File: config.mk
export PLATFORM = sky130hd
export DESIGN_NAME = jtag_tap_regs
export DESIGN_NICKNAME = d
export VERILOG_FILES = /design/src/rtl/jtag_tap_regs.sv
export SDC_FILE = /design/constraint.sdc
export NUM_CORES = 1
export LEC_CHECK = 0
export CORE_ASPECT_RATIO = 0.8
export CORE_UTILIZATION = 50
export CTS_CLUSTER_DIAMETER = 80
export DETAILED_ROUTE_END_ITERATION = 16
export GPL_ROUTABILITY_DRIVEN = 0
export GPL_TIMING_DRIVEN = 1
export PLACE_DENSITY = 0.74
export SLEW_MARGIN = 5
export SYNTH_ARGS = -nofsm -noshare
export SYNTH_HDL_FRONTEND = slang
export SYNTH_SLANG_ARGS = --single-unit
export TNS_END_PERCENT = 1
File: constraint.sdc
create_clock -name TCK -period 6.55 [get_ports TCK]
set_input_delay 1.31 -clock TCK [delete_from_list [all_inputs] [get_ports TCK]]
set_output_delay 1.31 -clock TCK [all_outputs]
set_load 0.01 [all_outputs]
File: src/rtl/jtag_tap_regs.sv
// JTAG instruction register and BYPASS/IDCODE/USER data registers.
// Driven by the one-hot TAP state outputs; produces TDO/TDO_OE.
module jtag_tap_regs #(
    parameter int                     IR_WIDTH     = 4,
    parameter int                     DR_WIDTH     = 16,
    parameter logic [31:0]            IDCODE_VALUE = 32'h1000_0001,
    parameter logic [IR_WIDTH-1:0]    OP_IDCODE    = IR_WIDTH'(4'b0001),
    parameter logic [IR_WIDTH-1:0]    OP_USER      = IR_WIDTH'(4'b0010),
    parameter logic [IR_WIDTH-1:0]    OP_BYPASS    = IR_WIDTH'(4'b1111)
) (
    input  logic                TCK,
    input  logic                TRST_N,
    input  logic                TDI,
    input  logic                test_logic_reset,
    input  logic                capture_dr,
    input  logic                shift_dr,
    input  logic                update_dr,
    input  logic                capture_ir,
    input  logic                shift_ir,
    input  logic                update_ir,
    input  logic [DR_WIDTH-1:0] user_dr_in,
    output logic                TDO,
    output logic                TDO_OE,
    output logic [IR_WIDTH-1:0] ir_q,
    output logic [DR_WIDTH-1:0] user_dr_out,
    output logic                user_update
);

    localparam logic [IR_WIDTH-1:0] IR_CAPTURE = IR_WIDTH'(2'b01);

    logic [IR_WIDTH-1:0] ir_shift;
    logic                bypass_sr;
    logic [31:0]         idcode_sr;
    logic [DR_WIDTH-1:0] user_sr;

    logic sel_idcode, sel_user, sel_bypass;
    logic cap_any, shf_any;
    logic do_cap_ir, do_cap_dr;
    logic do_shift_ir, do_shift_dr;
    logic do_upd_ir, do_upd_dr;

    // Resolve illegal multi-state combinations: reset > capture > shift > update.
    assign cap_any     = capture_ir | capture_dr;
    assign shf_any     = shift_ir | shift_dr;
    assign do_cap_ir   = ~test_logic_reset & capture_ir;
    assign do_cap_dr   = ~test_logic_reset & capture_dr;
    assign do_shift_ir = ~test_logic_reset & ~cap_any & shift_ir;
    assign do_shift_dr = ~test_logic_reset & ~cap_any & shift_dr;
    assign do_upd_ir   = ~test_logic_reset & ~cap_any & ~shf_any & update_ir;
    assign do_upd_dr   = ~test_logic_reset & ~cap_any & ~shf_any & update_dr;

    always_comb begin
        sel_idcode = 1'b0;
        sel_user   = 1'b0;
        sel_bypass = 1'b0;
        unique case (1'b1)
            (ir_q == OP_IDCODE): sel_idcode = 1'b1;
            (ir_q == OP_USER):   sel_user   = 1'b1;
            default:             sel_bypass = 1'b1;
        endcase
    end

    always_ff @(posedge TCK or negedge TRST_N) begin
        if (!TRST_N) begin
            ir_shift <= IR_CAPTURE;
            ir_q     <= OP_IDCODE;
        end else if (test_logic_reset) begin
            ir_shift <= IR_CAPTURE;
            ir_q     <= OP_IDCODE;
        end else if (do_cap_ir) begin
            ir_shift <= IR_CAPTURE;
        end else if (do_shift_ir) begin
            ir_shift <= {TDI, ir_shift[IR_WIDTH-1:1]};
        end else if (do_upd_ir) begin
            ir_q <= ir_shift;
        end
    end

    always_ff @(posedge TCK or negedge TRST_N) begin
        if (!TRST_N) begin
            bypass_sr   <= 1'b0;
            idcode_sr   <= '0;
            user_sr     <= '0;
            user_dr_out <= '0;
            user_update <= 1'b0;
        end else if (test_logic_reset) begin
            bypass_sr   <= 1'b0;
            idcode_sr   <= '0;
            user_sr     <= '0;
            user_dr_out <= '0;
            user_update <= 1'b0;
        end else begin
            user_update <= do_upd_dr & sel_user;
            if (do_cap_dr) begin
                if (sel_bypass) bypass_sr <= 1'b0;
                if (sel_idcode) idcode_sr <= IDCODE_VALUE;
                if (sel_user)   user_sr   <= user_dr_in;
            end else if (do_shift_dr) begin
                if (sel_bypass) bypass_sr <= TDI;
                if (sel_idcode) idcode_sr <= {TDI, idcode_sr[31:1]};
                if (sel_user)   user_sr   <= {TDI, user_sr[DR_WIDTH-1:1]};
            end
            if (do_upd_dr && sel_user) user_dr_out <= user_sr;
        end
    end

    always_comb begin
        TDO    = 1'b0;
        TDO_OE = 1'b0;
        if (TRST_N) begin
            if (do_shift_ir) begin
                TDO    = ir_shift[0];
                TDO_OE = 1'b1;
            end else if (do_shift_dr) begin
                TDO_OE = 1'b1;
                unique case (1'b1)
                    sel_idcode: TDO = idcode_sr[0];
                    sel_user:   TDO = user_sr[0];
                    default:    TDO = bypass_sr;
                endcase
            end
        end
    end

endmodule

# Word level (Yosys, flattened, before mapping)
# Index checks and enable logic that the tools add are counted.
[totals] reg_bits=74 inputBits=26 out_inout_bits=23 elab_cells=75
[op_classes] mux=34 n_reduce_logical=10 n_eq_ne=10 n_bitwise=14
[ops] cell="$mux W32" count=5
[ops] cell="$mux W16" count=7
[ops] cell="$mux W4" count=7
[ops] cell="$ne A3 B3 Y1 const B" count=6
[ops] cell="$mux W1" count=14
[ops] cell="$reduce_and A3 Y1" count=4
[ops] cell="$and A1 B1 Y1" count=9
[ops] cell="$reduce_bool A3 Y1" count=2
[ops] cell="$eq A4 B1 Y1 const B" count=1
[ops] cell="$eq A4 B2 Y1 const B" count=1
[ops] cell="$ne A2 B2 Y1 const B" count=2
[ops] cell="$reduce_bool A2 Y1" count=2
[ops] cell="$not A1 Y1" count=3
[ops] cell="$or A1 B1 Y1" count=2
[ops] cell="$pmux W1 S2" count=1
[ops] cell="$reduce_or A2 Y1" count=1
[ops] cell="$logic_and A1 B1 Y1" count=1

# Longest topological paths before layout
# Gate-level depths: netlist of the first run.
[depth] word_depth=9 depth_mapped=6 mapped_depth_nobuf=4

# Worst setup path before layout of the first run
# OpenSTA, ideal clock, no wires.
[synth_path] path_kind="input to output" start="in capture_dr" end="out TDO" arrival_time_ns=2.132 slack_ns=3.108 required_time_ns=5.240 stages=5 path_buffers=1 cell_sequence="or2_1 clkbuf_1 nor2_1 nand2_1 o22ai_1"
[synth_between] elab_chain_cells=7 word_cells_on_any_way=8 classes_between="mux: 3; bitwise: 5"
[synth_lines] element="start: declaration" line="15" rtl="input logic capture_dr,"
[synth_lines] element="$or A1 B1 Y1 (*)" line="43" rtl="assign cap_any = capture_ir | capture_dr;"
[synth_lines] element="$not A1 Y1 (*)" line="47, 48"
[synth_lines] element="$and A1 B1 Y1 (*)" line="47, 48"
[synth_lines] element="$and A1 B1 Y1" line="48" rtl="assign do_shift_dr = ~test_logic_reset & ~cap_any & shift_dr;"
[synth_lines] element="$mux W1" line="114" rtl="end else if (do_shift_dr) begin"
[synth_lines] element="$mux W1 (*)" line="111" rtl="if (do_shift_ir) begin"
[synth_lines] element="$mux W1 (*)" line="110" rtl="if (TRST_N) begin"
[synth_lines] element="end: declaration" line="22" rtl="output logic TDO,"
# Mark *: on every way between the ends. The rest lies on a longest branch, timed or not.

# Worst setup path after layout of the first run
[layout_path] start="in test_logic_reset" end="out TDO"
[layout_between] elab_chain_cells=6 word_cells_on_any_way=7 classes_between="mux: 3; bitwise: 4"
[layout_lines] element="start: declaration" line="14" rtl="input logic test_logic_reset,"
[layout_lines] element="$not A1 Y1 (*)" line="47, 48"
[layout_lines] element="$and A1 B1 Y1 (*)" line="47, 48"
[layout_lines] element="$and A1 B1 Y1" line="48"
[layout_lines] element="$mux W1" line="114"
[layout_lines] element="$mux W1 (*)" line="111"
[layout_lines] element="$mux W1 (*)" line="110"
# Marks and branches as above.

==> results of run 1 <==
registers in the layout, indices dropped and copies added (netlist names):
signal,cells
bypass_sr,1
idcode_sr,32
ir_q,4
ir_shift,4
user_dr_out,16
user_sr,16
user_update,1
placed cells by master, fill, tap and decap left out, drive strengths merged, types with 9 or more instances in the layout:
| cell | synthesis | routed |
|---|---|---|
| clkbuf | 19 | 9 |
| nor2b | 19 | 19 |
| nor2 | 9 | 9 |
| dfrtp | 72 | 72 |
| a2bb2oi | 15 | 15 |
| mux2 | 16 | 16 |
| mux2i | 19 | 19 |
| nand2 | 84 | 84 |
| o21ai | 47 | 47 |
| clkdlybuf4s50 | 0 | 47 |
per-stage QoR:
stage | hold slack (ns) | instance area [µm²] | worst slack (ns) | std cells | utilization
after floorplan | 0.448 | 3430 | 3.11 | 339 | -
after global placement | 0.463 | 3970 | 1.92 | 454 | 0.610
after detailed placement | 0.470 | 3970 | 1.89 | 454 | 0.610
after CTS | 0.486 | 4150 | 1.87 | 469 | 0.638
after global routing | 0.502 | 4150 | 1.77 | 469 | 0.638
final | 0.480 | 4150 | 1.88 | 469 | 0.638
power by group through the flow:
stage / registers (W) / clock network (W) / logic, W
floorplan: 0.000469 / 0 / 0.0000294
global placement: 0.000469 / 0 / 0.0000623
detailed placement: 0.000469 / 0 / 0.0000629
CTS: 0.000460 / 0.000340 / 0.0000631
global route: 0.000460 / 0.000358 / 0.0000689
finish: 0.000460 / 0.000330 / 0.0000622
cell type report:
cell class / instances / area (µm²) / area share
clock buffers: 9 / 124 / 0.0298
repair buffers: 55 / 528 / 0.127
well taps: 84 / 105 / 0.0253
multi-input cells: 240 / 1480 / 0.356
flip-flops and latches: 74 / 1850 / 0.446
clock inverters: 6 / 58.8 / 0.0142
inverters: 1 / 3.75 / 0.000904
cells by family after synthesis:
logic type	Yosys count	share of synthesized area
buffers and inverters	25	0.0321
AND/OR/NAND/NOR	126	0.164
AO/OA/AOI/OAI	78	0.142
XOR/XNOR	1	0.00255
multiplexers	35	0.119
flip-flops	74	0.540
metal layers:
metal | track usage | up-vias | share of wire
met3 | 0.0609 | 5 | 0.041
met2 | 0.298 | 48 | 0.45
met5 | 0 | - | 0
met4 | 0.0591 | 0 | 0.0087
met1 | 0.302 | 1218 | 0.50
li1 | - | 1250 | -
worst paths after layout:
path,startpoint,endpoint,slack (ns),cells after the start
setup / recovery,test_logic_reset,TDO,1.88,7
hold / removal,idcode_sr[3],idcode_sr[3],0.48,2
setup reg to reg,ir_q[3],user_dr_out[14],3.64,3
hold reg to reg,idcode_sr[3],idcode_sr[3],0.48,2
max in group asynchronous,TRST_N,ir_q[1],4.75,2
min in group asynchronous,TRST_N,user_dr_out[6],1.21,2
worst reg2reg max path, delay by kind of cell (launching register included):
family           cells  cell delay, ns
flip-flops           1            0.45
multiplexers         1            0.46
AND/OR/NAND/NOR      2            1.89
==> metrics.txt, run 1 <==
number of fillers in the final layout=between 500 and 600; Warnings, synthesis=0; post-CTS setup buffer count=0; remaining number of nets flagged by the antenna check after routing=0; number of antenna repair diodes=0; cell-internal power=about 0.00066 W; first-pass iteration count of the detailed router=4; count of boundary I/O pins=49; Total Power Consumption=0.000852 W; required time at the worst-slack endpoint=5.24 ns; count of vias placed by the detailed router=approximately 2,500; Final setup viols=0; number of global-route vias before repair=2,409; floorplan die area=about 0.007 mm²; dominant cell type by area after synthesis=sky130_fd_sc_hd__dfrtp_1; number of buffers on the longest clock path=2; family of cells with the greatest summed delay on the critical path=buffers and inverters; wirelength, routed=approximately 6600 µm; Slowest Stage Delay on Critical Path=around 0.56 ns; net switching power of the design=about 0.00020 W; status=finished, final reports clean; synthesized area per cell=10.1 µm²; HPWL reported at the end of detailed placement=about 4200 µm; width of the die=approximately 95 µm; buffering stage count on the worst path with inverters included=3; primary flip-flop cell chosen by synthesis mapping=sky130_fd_sc_hd__dfrtp_1; proportion of register bits with asynchronous set or reset after synthesis=1.00; final count of pins violating max slew=0; Synthesized Nets=365; die span in y=approximately 76 µm; capturing element type of the critical path=output pin; Core Region=between 0.006 and 0.007 mm²; global-route usage over all layers=0.206; via density per instance=between 5 and 6; largest net degree at the start of global routing=75; number of placement rows=26; CTS Hold Buffers Added=0; routed wire length per instance=around 14 µm; initial detailed-routing violation count=approximately 130; Seq pwr share=0.540; cell-by-cell trace of the critical path=clkdlybuf4s50_1, buf_4, or2_1, nor2_1, nand2_1, o22ai_1, clkdlybuf4s50_1; number of buffers inserted during clock tree synthesis=9; instance count of the mapped netlist=around 340; Area Growth Syn to Fin=21.1%; most used standard cells in the synthesized netlist=sky130_fd_sc_hd__nand2_1 (84), sky130_fd_sc_hd__dfrtp_1 (72), sky130_fd_sc_hd__o21ai_0 (47); Tightest Pin Transition=around 0.92 ns; Worst path most repeated cell=sky130_fd_sc_hd__clkdlybuf4s50_1; share of post-route cells with drive strength above 1=0.112; portion of the post-synthesis area used by sequential elements=0.540; net count of the finished layout=slightly above 400; Power per Cell Area=slightly above 200 mW/mm²; arrival time of data at the critical path endpoint=~3.4 ns; unrepaired setup endpoints after global routing=no; critical path start-end classification=input pin to output pin; portion of total power attributed to combinational logic=0.073; Leakage Power=~1.8 nW; count of clock tree sinks=74; count of different cell masters after synthesis=38; cells resized by post-CTS repair=0; Final Hold Fails=0; total negative slack for setup checks=0 ns; flip-flop and latch count after synthesis=74; clock network fraction of design power=0.387; overflow left after global routing=0; TritonCTS clock tree=done; maximum fanout along the worst path=between 40 and 50; number of levels the H-tree was split into=3; clock latency on the worst-skew pair=roughly 0.34 ns; highest clock frequency the design can meet=around 0.21 GHz; Max IR drop VDD=~0.00012 V; port bufs=48; post-route fraction of the period consumed by the critical path=0.713; top cells by area, synth=sky130_fd_sc_hd__dfrtp_1 (53%), sky130_fd_sc_hd__nand2_1 (9.2%), sky130_fd_sc_hd__o21ai_0 (6.9%); Max transition margin=0.387; number of antenna violations at the first check in global routing=0; library cell contributing the largest single delay on the critical path=sky130_fd_sc_hd__clkdlybuf4s50_1; minimum clock period=4.67 ns; Max Cap Violations=0; CTS root buf=sky130_fd_sc_hd__clkbuf_8; CP startpoint kind=input pin; area share of the largest cell type after synthesis=0.525; number of flops mapped to enable cells by yosys=0; clock skew=0.00857 ns; Net Sw Frac=0.229; type of the most critical hold path=flip-flop to flip-flop; wire length of the first global-routing pass=~12,000 µm; initial cell density of the core=0.527; post-synthesis instance area=around 0.0034 mm²; clock input transition at the sequential cells of the worst setup and hold paths=about 0.070 ns; DRC violation count after routing=0; most instantiated library cell after synthesis=sky130_fd_sc_hd__nand2_1
Note: power is estimated with default switching activity, not from simulation.
==> inputs of run 2 (changes only) <==
--- a/config.mk
+++ b/config.mk
@@ -6,12 +6,12 @@
 export NUM_CORES = 1
 export LEC_CHECK = 0
 export CORE_ASPECT_RATIO = 0.8
-export CORE_UTILIZATION = 50
+export CORE_UTILIZATION = 49
 export CTS_CLUSTER_DIAMETER = 80
 export DETAILED_ROUTE_END_ITERATION = 16
 export GPL_ROUTABILITY_DRIVEN = 0
 export GPL_TIMING_DRIVEN = 1
-export PLACE_DENSITY = 0.74
+export PLACE_DENSITY = 0.76
 export SLEW_MARGIN = 5
 export SYNTH_ARGS = -nofsm -noshare
 export SYNTH_HDL_FRONTEND = slang
==> constraint.sdc (replaced) <==
create_clock -name TCK -period 4.09 [get_ports TCK]
set_input_delay 0.818 -clock TCK [delete_from_list [all_inputs] [get_ports TCK]]
set_output_delay 0.818 -clock TCK [all_outputs]
set_load 0.01 [all_outputs]
==> metrics.txt, run 2 (same netlist as run 1, synthesis figures left out) <==
leading cell types in the layout, fill and taps excluded=sky130_fd_sc_hd__nand2_1 (84), sky130_fd_sc_hd__dfrtp_1 (72), sky130_fd_sc_hd__o21ai_0 (47), sky130_fd_sc_hd__clkdlybuf4s50_1 (47); count of boundary I/O pins=between 40 and 50; number of levels the H-tree was split into=3; CTS Hold Buffers Added=0; number of buffers inserted during clock tree synthesis=9; Power per Cell Area=approximately 330 mW/mm²; CP startpoint kind=input pin; Max transition margin=0.165; wirelength, routed=6860 µm; first-pass iteration count of the detailed router=4; unrepaired setup endpoints after global routing=no; post-place setup slack=roughly 0.65 ns; TritonCTS clock tree=done; post-CTS setup buffer count=0; worst hold stages=2; width of the die=95.6 µm; number of global-route vias before repair=between 2,000 and 2,500; initial cell density of the core=0.522; port bufs=48; Core Region=approximately 0.0066 mm²; clock input transition at the sequential cells of the worst setup and hold paths=0.07 ns; number of placement rows=26; Leakage Power=about 1.8 nW; highest clock frequency the design can meet=about 0.29 GHz; Final Hold Fails=0; final count of pins violating max slew=0; net count of the finished layout=406; cells resized by post-CTS repair=0; CTS root buf=sky130_fd_sc_hd__clkbuf_8; minimum clock period=3.46 ns; overflow left after global routing=0; via density per instance=5.42; status=finished, final reports clean; total negative slack for setup checks=0 ns; clock latency on the worst-skew pair=around 0.35 ns; capturing element type of the critical path=output pin; count of clock tree sinks=74; share of post-route cells with drive strength above 1=0.106; global-route usage over all layers=0.207; arrival time of data at the critical path endpoint=about 2.6 ns; number of antenna repair diodes=0; number of antenna violations at the first check in global routing=0; required time at the worst-slack endpoint=3.27 ns; number of buffers on the longest clock path=2; largest net degree at the start of global routing=75; post-route fraction of the period consumed by the critical path=0.845; maximum fanout along the worst path=7; count of vias placed by the detailed router=between 2,000 and 3,000; type of the most critical hold path=flip-flop to flip-flop; clock skew=0.00530 ns; Max IR drop VDD=between 0.0002 and 0.00025 V; routed wire length per instance=approximately 15 µm; largest register by flop count=idcode_sr; Max Cap Violations=0; wire length of the first global-routing pass=11,500 µm; Tightest Pin Transition=1.25 ns; DRC violation count after routing=0; remaining number of nets flagged by the antenna check after routing=0; flip-flop count of the largest register, all copies and words added=32; HPWL reported at the end of detailed placement=4430 µm; critical path start-end classification=input pin to output pin; registers with the most flip-flops=idcode_sr (32), user_dr_out (16), user_sr (16); most frequent standard cell in the layout excluding fill and tap cells=sky130_fd_sc_hd__nand2_1; die span in y=between 70 and 80 µm; worst-case reg-to-reg path depth=3; Area Growth Syn to Fin=20.6%; final setup slack of the worst path=approximately 0.63 ns; initial detailed-routing violation count=~180; Final setup viols=0; floorplan die area=~0.0073 mm²
==> run 2: routing by layer <==
layer | track usage | vias to the layer above | share of wire
met3 | 0.0665 | 10 | 0.037
met4 | 0.0716 | 0 | 0.014
met2 | 0.293 | 46 | 0.46
met5 | 0 | - | 0
li1 | - | 1247 | -
met1 | 0.298 | 1241 | 0.49
==> run 2: worst max-delay path, cell delays in order <==
cell                              delay [ns]
sky130_fd_sc_hd__clkdlybuf4s50_1        0.44
sky130_fd_sc_hd__or2_1                  0.34
sky130_fd_sc_hd__nor2_1                 0.20
sky130_fd_sc_hd__nand2_1                0.10
sky130_fd_sc_hd__o22ai_1                0.18
sky130_fd_sc_hd__clkdlybuf4s50_1        0.57
==> run 2: worst paths after layout <==
check,startpoint,to,slack [ns]
setup / recovery,test_logic_reset,TDO,0.63
setup reg to reg,ir_q[3],user_dr_out[14],1.18
hold / removal,idcode_sr[24],idcode_sr[24],0.49
max in group asynchronous,TRST_N,idcode_sr[14],2.78
hold reg to reg,idcode_sr[24],idcode_sr[24],0.49
min in group asynchronous,TRST_N,user_dr_out[6],0.72
==> run 2: area by class of cell <==
class                   instances  area (µm²)
well taps                      84         105
repair buffers                 54         520
clock inverters                 3        15.0
inverters                       1        3.75
flip-flops and latches         74        1850
clock buffers                  13         159
fillers                       539        2430
multi-input cells             240        1480
==> run 2: power by group <==
part / internal, W / total (W) / switching (W)
logic: 0.0000421 / 0.0000999 / 0.0000578
clock network: 0.000251 / 0.000510 / 0.000260
registers: 0.000735 / 0.000737 / 0.00000194
total: 0.00103 / 0.00135 / 0.000319
==> run 2: stage by stage <==
stage               hold WS [ns]  cell area [µm²]   util  total power [W]  std cells
finish                     0.486             4140  0.630          0.00135        469
global route               0.509             4140  0.630          0.00140        469
CTS                        0.489             4140  0.630          0.00136        469
detailed placement         0.471             3960  0.603         0.000852        453
global placement           0.462             3960  0.603         0.000851        453
floorplan                  0.448             3430      -         0.000798        339
==> inputs of run 3 (changes only) <==
==> constraint.sdc (replaced) <==
create_clock -name TCK -period 3.15 [get_ports TCK]
set_input_delay 0.63 -clock TCK [delete_from_list [all_inputs] [get_ports TCK]]
set_output_delay 0.63 -clock TCK [all_outputs]
set_load 0.01 [all_outputs]
==> metrics.txt, run 3 (same netlist as run 1, synthesis figures left out) <==
cells resized by post-CTS repair=0; CTS root buf=sky130_fd_sc_hd__clkbuf_8; largest net degree at the start of global routing=75; count of vias placed by the detailed router=2,520; number of antenna violations at the first check in global routing=0; critical path start-end classification=input pin to output pin; worst-case reg-to-reg path depth=5; Leakage Power=about 1.9 nW; Tightest Pin Transition=between 0.9 and 1 ns; flip-flop count of the largest register, all copies and words added=32; number of buffers on the longest clock path=2; post-route fraction of the period consumed by the critical path=0.921; leading cell types in the layout, fill and taps excluded=sky130_fd_sc_hd__nand2_1 (84), sky130_fd_sc_hd__dfrtp_1 (72), sky130_fd_sc_hd__o21ai_0 (47), sky130_fd_sc_hd__clkdlybuf4s50_1 (47); wire length of the first global-routing pass=between 10,000 and 15,000 µm; clock latency on the worst-skew pair=0.35 ns; via density per instance=around 5.3; count of clock tree sinks=74; initial cell density of the core=0.522; Area Growth Syn to Fin=23.5%; floorplan die area=roughly 0.0073 mm²; width of the die=about 96 µm; Power per Cell Area=about 450 mW/mm²; Final Hold Fails=0; highest clock frequency the design can meet=~0.34 GHz; type of the most critical hold path=flip-flop to flip-flop; most frequent standard cell in the layout excluding fill and tap cells=sky130_fd_sc_hd__nand2_1; maximum fanout along the worst path=3; number of global-route vias before repair=between 2,000 and 2,500; post-CTS setup buffer count=0; number of levels the H-tree was split into=3; number of placement rows=26; capturing element type of the critical path=output pin; number of buffers inserted during clock tree synthesis=9; Max Cap Violations=0; first-pass iteration count of the detailed router=4; required time at the worst-slack endpoint=2.52 ns; arrival time of data at the critical path endpoint=between 2 and 2.5 ns; initial detailed-routing violation count=roughly 170; HPWL reported at the end of detailed placement=around 4400 µm; minimum clock period=2.90 ns; reg-to-reg slack, setup=approximately 0.78 ns; final count of pins violating max slew=0; CTS Hold Buffers Added=0; Final setup viols=0; global-route usage over all layers=0.211; clock input transition at the sequential cells of the worst setup and hold paths=0.07 ns; largest register by flop count=idcode_sr; non-filler instance count after layout=around 480; share of post-route cells with drive strength above 1=0.123; TritonCTS clock tree=done; remaining number of nets flagged by the antenna check after routing=0; unrepaired setup endpoints after global routing=no; die span in y=76.8 µm; Core Region=0.00657 mm²; number of antenna repair diodes=0; status=finished, final reports clean; worst hold stages=2; CP startpoint kind=input pin; count of boundary I/O pins=49; DRC violation count after routing=0; Max IR drop VDD=between 0.00015 and 0.0002 V; post-placement cell count=approximately 460; port bufs=between 40 and 50; Total Power Consumption=approximately 0.0019 W; tightest hold margin=0.484 ns; total negative slack for setup checks=0 ns; registers with the most flip-flops=idcode_sr (32), user_dr_out (16), user_sr (16); clock skew=0.00857 ns; routed wire length per instance=between 10 and 15 µm; Max transition margin=0.394; overflow left after global routing=0; net count of the finished layout=412; wirelength, routed=6930 µm
-- run 3: cell types whose count changed in the layout (fill, tap and decap cells not counted), sizes merged --
cell / delta
buf: +6
clkbuf: -3
bufinv: +2
clkinv: -2
clkinvlp: +2
inv: +1
-- run 3: area by class of cell --
cell class	count	area [µm²]
fillers	524	2330
flip-flops and latches	74	1850
multi-input cells	240	1480
repair buffers	60	578
clock buffers	10	128
well taps	84	105
clock inverters	6	88.8
inverters	1	3.75
-- run 3: routing by layer --
metal  part of all wire  vias to the layer above  global-route usage
met5                  0                        -                   0
met4              0.012                        0              0.0642
met3              0.049                        8              0.0675
met2               0.44                       59               0.294
met1               0.50                     1195               0.311
li1                   -                     1258                   -
-- run 3: final timing paths --
| kind | startpoint | endpoint |
|---|---|---|
| setup / recovery | test_logic_reset | TDO |
| hold / removal | idcode_sr[30] | idcode_sr[30] |
| setup reg to reg | ir_q[3] | user_dr_out[14] |
| hold reg to reg | idcode_sr[30] | idcode_sr[30] |
| max in group asynchronous | TRST_N | idcode_sr[14] |
| min in group asynchronous | TRST_N | user_dr_out[6] |
-- run 3: per-stage QoR --
stage	util	setup slack (ns)	cell area [µm²]
CTS	0.645	0.241	4240
global placement	0.612	0.265	4020
floorplan	-	0.944	3430
global route	0.645	0.134	4240
finish	0.645	0.250	4240
detailed placement	0.612	0.266	4020
-- run 3: worst max-delay path: stages --
cell,delay (ns)
sky130_fd_sc_hd__clkdlybuf4s50_1,0.43
sky130_fd_sc_hd__or2_1,0.23
sky130_fd_sc_hd__nor2_1,0.16
sky130_fd_sc_hd__nand2_1,0.10
sky130_fd_sc_hd__o22ai_1,0.17
sky130_fd_sc_hd__clkdlybuf4s50_1,0.55
-- run 3: power breakdown --
part | internal, W | total [W] | leakage, nW | switching, W
sequential | 0.000954 | 0.000957 | 1.02 | 0.00000259
clock | 0.000447 | 0.000803 | 0.103 | 0.000356
combinational | 0.0000581 | 0.000134 | 0.741 | 0.0000763
